==> src/rtl/logic_cell_cluster.sv <==
// rtl/logic_cell_cluster.sv - cluster of LUT logic cells with carry chain and serial LUT reload
module logic_cell_cluster #(
    parameter int NUM_CELLS = 8,
    parameter int LUT_K     = 4,
    parameter logic [NUM_CELLS*(2**LUT_K)-1:0] LUT_INIT = '0,
    parameter logic [NUM_CELLS-1:0] REG_MASK = '1,
    parameter logic [NUM_CELLS-1:0] C_ON     = '0
) (
    input  logic                         i_clk,
    input  logic                         i_sr,
    input  logic                         i_ce,
    input  logic                         i_carryin,
    input  logic [NUM_CELLS*LUT_K-1:0]   i_in,
    output logic [NUM_CELLS-1:0]         o_lcout,
    output logic                         o_carryout,
    input  logic                         i_cfg_start,
    input  logic                         i_cfg_valid,
    input  logic                         i_cfg_data,
    output logic                         o_cfg_ready,
    output logic                         o_cfg_done
);
    localparam int D     = 1 << LUT_K;
    localparam int CELLW = (NUM_CELLS > 1) ? $clog2(NUM_CELLS) : 1;
    localparam int CW    = LUT_K + CELLW;
    localparam logic [CW-1:0] LAST = CW'(NUM_CELLS*D - 1);
    localparam logic [CW-1:0] ONE  = CW'(1);

    typedef enum logic {ST_RUN, ST_LOAD} state_t;

    state_t                        r_state;
    state_t                        w_state_nxt;
    logic [CW-1:0]                 r_cnt;
    logic [CW-1:0]                 w_cnt_nxt;
    logic                          r_done;
    logic                          w_done_nxt;
    logic                          w_wr_en;
    logic [NUM_CELLS-1:0][D-1:0]   r_lut;
    logic [NUM_CELLS-1:0]          r_q;
    logic [NUM_CELLS-1:0]          w_lut_out;
    logic [NUM_CELLS-1:0]          w_cell;
    logic                          w_carry;

    always_ff @(posedge i_clk) begin
        if (i_sr) begin
            r_state <= ST_RUN;
            r_cnt   <= '0;
            r_done  <= 1'b0;
        end else begin
            r_state <= w_state_nxt;
            r_cnt   <= w_cnt_nxt;
            r_done  <= w_done_nxt;
        end
    end

    // A restart inside LOAD only rewinds the counter; already-written bits are kept.
    always_comb begin
        w_state_nxt = r_state;
        w_cnt_nxt   = r_cnt;
        w_done_nxt  = 1'b0;
        w_wr_en     = 1'b0;
        o_cfg_ready = (r_state == ST_LOAD);
        o_cfg_done  = r_done;
        case (r_state)
            ST_RUN: begin
                if (i_cfg_start) begin
                    w_state_nxt = ST_LOAD;
                    w_cnt_nxt   = '0;
                end
            end
            ST_LOAD: begin
                if (i_cfg_start) begin
                    w_cnt_nxt = '0;
                end else if (i_cfg_valid) begin
                    w_wr_en = 1'b1;
                    if (r_cnt == LAST) begin
                        w_state_nxt = ST_RUN;
                        w_cnt_nxt   = '0;
                        w_done_nxt  = 1'b1;
                    end else begin
                        w_cnt_nxt = r_cnt + ONE;
                    end
                end
            end
            default: begin
                w_state_nxt = ST_RUN;
            end
        endcase
    end

    always_ff @(posedge i_clk) begin
        if (i_sr) begin
            r_lut <= LUT_INIT;
            r_q   <= '0;
        end else begin
            if (w_wr_en) begin
                r_lut[r_cnt[CW-1:LUT_K]][r_cnt[LUT_K-1:0]] <= i_cfg_data;
            end
            if (r_state == ST_LOAD) begin
                r_q <= '0;
            end else if (i_ce) begin
                r_q <= w_lut_out;
            end
        end
    end

    always_comb begin
        w_lut_out = '0;
        w_cell    = '0;
        for (int i = 0; i < NUM_CELLS; i++) begin
            w_lut_out[i] = r_lut[i][i_in[i*LUT_K +: LUT_K]];
            w_cell[i]    = REG_MASK[i] ? r_q[i] : w_lut_out[i];
        end
    end

    // Ripple carry: a = local input 1, b = local input 2 of each cell.
    always_comb begin
        w_carry = i_carryin;
        for (int i = 0; i < NUM_CELLS; i++) begin
            w_carry = C_ON[i] ? ((i_in[i*LUT_K+1] & i_in[i*LUT_K+2]) |
                                 ((i_in[i*LUT_K+1] | i_in[i*LUT_K+2]) & w_carry))
                              : 1'b0;
        end
    end

    assign o_lcout    = (r_state == ST_LOAD) ? '0 : w_cell;
    assign o_carryout = (r_state == ST_LOAD) ? 1'b0 : w_carry;

endmodule

==> config.mk <==
export PLATFORM = sky130hd
export DESIGN_NAME = logic_cell_cluster
export DESIGN_NICKNAME = d
export VERILOG_FILES = /design/src/rtl/logic_cell_cluster.sv
export SDC_FILE = /design/constraint.sdc
export NUM_CORES = 1
export LEC_CHECK = 0
export BUFFER_PORTS_ARGS = -buffer_cell sky130_fd_sc_hd__buf_2
export CORE_ASPECT_RATIO = 1.25
export CORE_MARGIN = 5
export CORE_UTILIZATION = 40
export CTS_CLUSTER_SIZE = 28
export DETAILED_ROUTE_END_ITERATION = 16
export PLACE_DENSITY = 0.61
export SLEW_MARGIN = 20
export SYNTH_ARGS = -nofsm -noshare
export SYNTH_HDL_FRONTEND = slang
export SYNTH_SLANG_ARGS = --single-unit
export TNS_END_PERCENT = 5
==> constraint.sdc <==
create_clock -name i_clk -period 2.3 [get_ports i_clk]
set_clock_uncertainty 0.05 [all_clocks]
set_input_delay 0.23 -clock i_clk [delete_from_list [all_inputs] [get_ports i_clk]]
set_output_delay 0.23 -clock i_clk [all_outputs]
set_load 0.02 [all_outputs]
==> summary.txt <==
Run status
  • Status: finished, final reports clean

Synth
  • Syn Nets: 797
  • Synth Area in Compound Gates: 2.16%
  • Ys Warns: 0
  • Register area share after synthesis: 38.0%
  • Syn Inst Count: 754
  • Synth Register Bits: 145
  • Post-Syn Area: 7640 um^2
  • Mux share of post-synthesis cell area: 29.5%
  • Post-Synth XOR/XNOR Area: 0.229%
  • Syn Area/Cell: 10.1 um^2
  • Synth Flop Type: dfxtp_1
  • Simple-gate share of the synthesized area: 23.1%
  • Ys async rst share: 0%
  • Post-synth EDFFs: 0
  • Largest family of logic cells by synthesized area: multiplexers
  • Adder-cell share of the synthesized area: 0.655%
  • Yosys cell types: 41

STA
  • RSZ-0062 raised after global routing: false
  • Hold Slack: 51.0 ps
  • Fin. max-slew vios: 0
  • Setup TNS: 0 ps
  • Final setup fails: 0
  • Post-route minimum period: 1940 ps
  • Slew headroom: 53.9%
  • Final WS setup: 362 ps
  • Final Hold Viols: 0
  • Fmax: 0.516 GHz
  • Tightest Pin Transition: 691 ps
  • Final cycle utilization of the critical path: 84.3%

Floorplan
  • Full die area: 22000 um^2
  • Die width: 134 um
  • Initial Util: 40.7%
  • Core Area: 18800 um^2
  • # rows: 56
  • IO Count: 50
  • Chip Height: 165 um

CTS
  • Post-cts gate resize count: 0
  • Root Driver: clkbuf_16
  • CTS sink count: 145
  • CTS tree: built
  • Clk_lat worst skew: 430 ps
  • Max Root-Sink Buffers: 2
  • CTS buffer count: 17
  • CTS clk-pin slew, worst paths: 60 ps
  • CTS H-Tree Depth: 4

Worst setup path
  • Critical path type: flip-flop to flip-flop
  • Flop2flop setup slack: 360 ps
  • Worst Path Max Fanout: 24
  • Critical path startpoint category: flip-flop
  • CP required: 2530 ps
  • Critical path capture point type: flip-flop
  • Critical Path AT: 2170 ps

Detailed routing
  • Initial DRC count: 468
  • DR WL/cell: 18.3 um
  • Antenna viol nets, final: 0
  • Drt via density: 5.71
  • Post-Route WL: 18400 um
  • Routed via count: 5752
  • DR pass1 iterations: 5
  • Remaining DRCs: 0

Cells and area
  • # fillers: 1819
  • Layout area overhead: 11.9%
  • Final-stage net count: 809
  • Ant diodes: 0
  • Register Area: 2900 um^2
  • Multi-input gate area: 4260 um^2
  • Layout cells sized above 1: 15.5%
  • Design area: 8550 um^2

Worst hold path
  • Hold Path Class: input pin to flip-flop

Place
  • Dpl hpwl: 11000 um
  • Gpl congestion: 0.730
  • Setup WS pre-CTS: 382 ps
  • Port Buffers: 47
  • Area after DPL: 7980 um^2

Job
  • Max-cap check violation count: 0

Global route
  • Global-route wire length before repair: 29900 um
  • Largest net degree at the start of global routing: 138
  • Initial antenna violation count: 0
  • Met3 usage: 4.48%
  • Busiest grt layer: met2
  • Global route overflow: 0
  • All-layer global routing usage: 17.1%
  • Met1 Use GR: 21.2%
  • Met2 Use GR: 28.8%
  • Number of global-route vias before repair: 5732

Power and ir drop
  • Peak supply drop: 535 uV
  • Design Power: 5.46 mW
  • Power per cell area: 639 nW/um^2
  • Leakage: 4.12 nW
where the power goes:
group	switching, mW	leakage [nW]	total (mW)	internal, mW
Combinational	0.189	2.67	0.278	0.0890
Clock	1.01	0.275	2.66	1.66
Sequential	0.00295	1.17	2.52	2.52
Total	1.20	4.12	5.46	4.26
sequential cells by signal (all words and copies together), names as in the netlist:
signal / count
r_lut: 128
r_q: 8
r_cnt: 7
o_cfg_done: 1
o_cfg_ready: 1
kinds of logic after synthesis:
logic type | Yosys count
mux | 176
flops | 145
compound gates | 19
xor+xnor | 2
other cells | 1
simple gates | 317
buf+inv | 90
fa+ha+maj | 4
critical path: stages, from the launching register on:
cell and delay [ps]:
dfxtp_1 370, inv_1 140, ha_1 420, buf_4 390
nand4_1 170, mux2i_1 190, nor2_1 50
worst paths after layout:
kind,from,end,depth (start not counted)
hold reg to reg,r_q[5],r_q[5],1
setup / recovery,r_cnt[0],r_lut[76],6
setup reg to reg,r_cnt[0],r_lut[76],6
hold / removal,i_in[8],r_q[2],3
final cells by class:
cell class,count,area share [%]
Clock buffer,23,5.59
Clock inverter,6,0.966
Inverter,2,0.0878
Multi-Input combinational cell,519,49.9
Sequential cell,145,34.0
Tap cell,232,3.40
Timing Repair Buffer,81,6.12
metrics by stage:
stage	util, %	std cells
floorplan	-	754
global placement	42.5	978
detailed placement	42.5	978
CTS	45.5	1008
global route	45.5	1008
finish	45.5	1008
Yosys cell counts, types with 4 or more instances:
cell	count	area [um^2]
mux4_1	28	736
mux2i_1	145	1450
buf_4	11	82.6
and3b_1	4	35.0
buf_2	15	75.1
nor3_1	10	50.1
nor2b_1	9	56.3
a211o_1	7	61.3
nand4_1	89	557
ha_1	4	50.1
clkbuf_1	47	176
dfxtp_1	145	2900
nand4b_1	32	280
nand3_1	14	70.1
nor3b_1	7	52.6
nor2_1	135	507
buf_6	11	124
nand2_1	4	15.0
metal layers:
layer  vias to the layer above  wire, um
li1                       2823         -
met1                      2829      8420
met2                        78      9060
met3                        22       552
met4                         0       385
met5                         -         0
what timing repair did:
| item | CTS | global route |
|---|---|---|
| endpoints found under the hold margin | 1 | 0 |
| setup buffers | 0 | 0 |
| hold buffers | 1 | 0 |
| setup endpoints to repair | 0 | 0 |
cells in the final DEF, fill, tap and decap left out, types with 4 or more instances in the layout:
| master | n |
|---|---|
| mux2i_1 | 145 |
| dfxtp_1 | 144 |
| nor2_1 | 135 |
| nand4_1 | 89 |
| buf_2 | 45 |
| buf_4 | 33 |
| nand4b_1 | 32 |
| mux4_1 | 28 |
| clkbuf_16 | 17 |
| nand3_1 | 14 |
| nor3_1 | 9 |
| nor2b_1 | 8 |
| nor3b_1 | 7 |
| a211o_1 | 7 |
| nand2_1 | 4 |
| ha_1 | 4 |
Note: power is estimated with default switching activity, not from simulation.
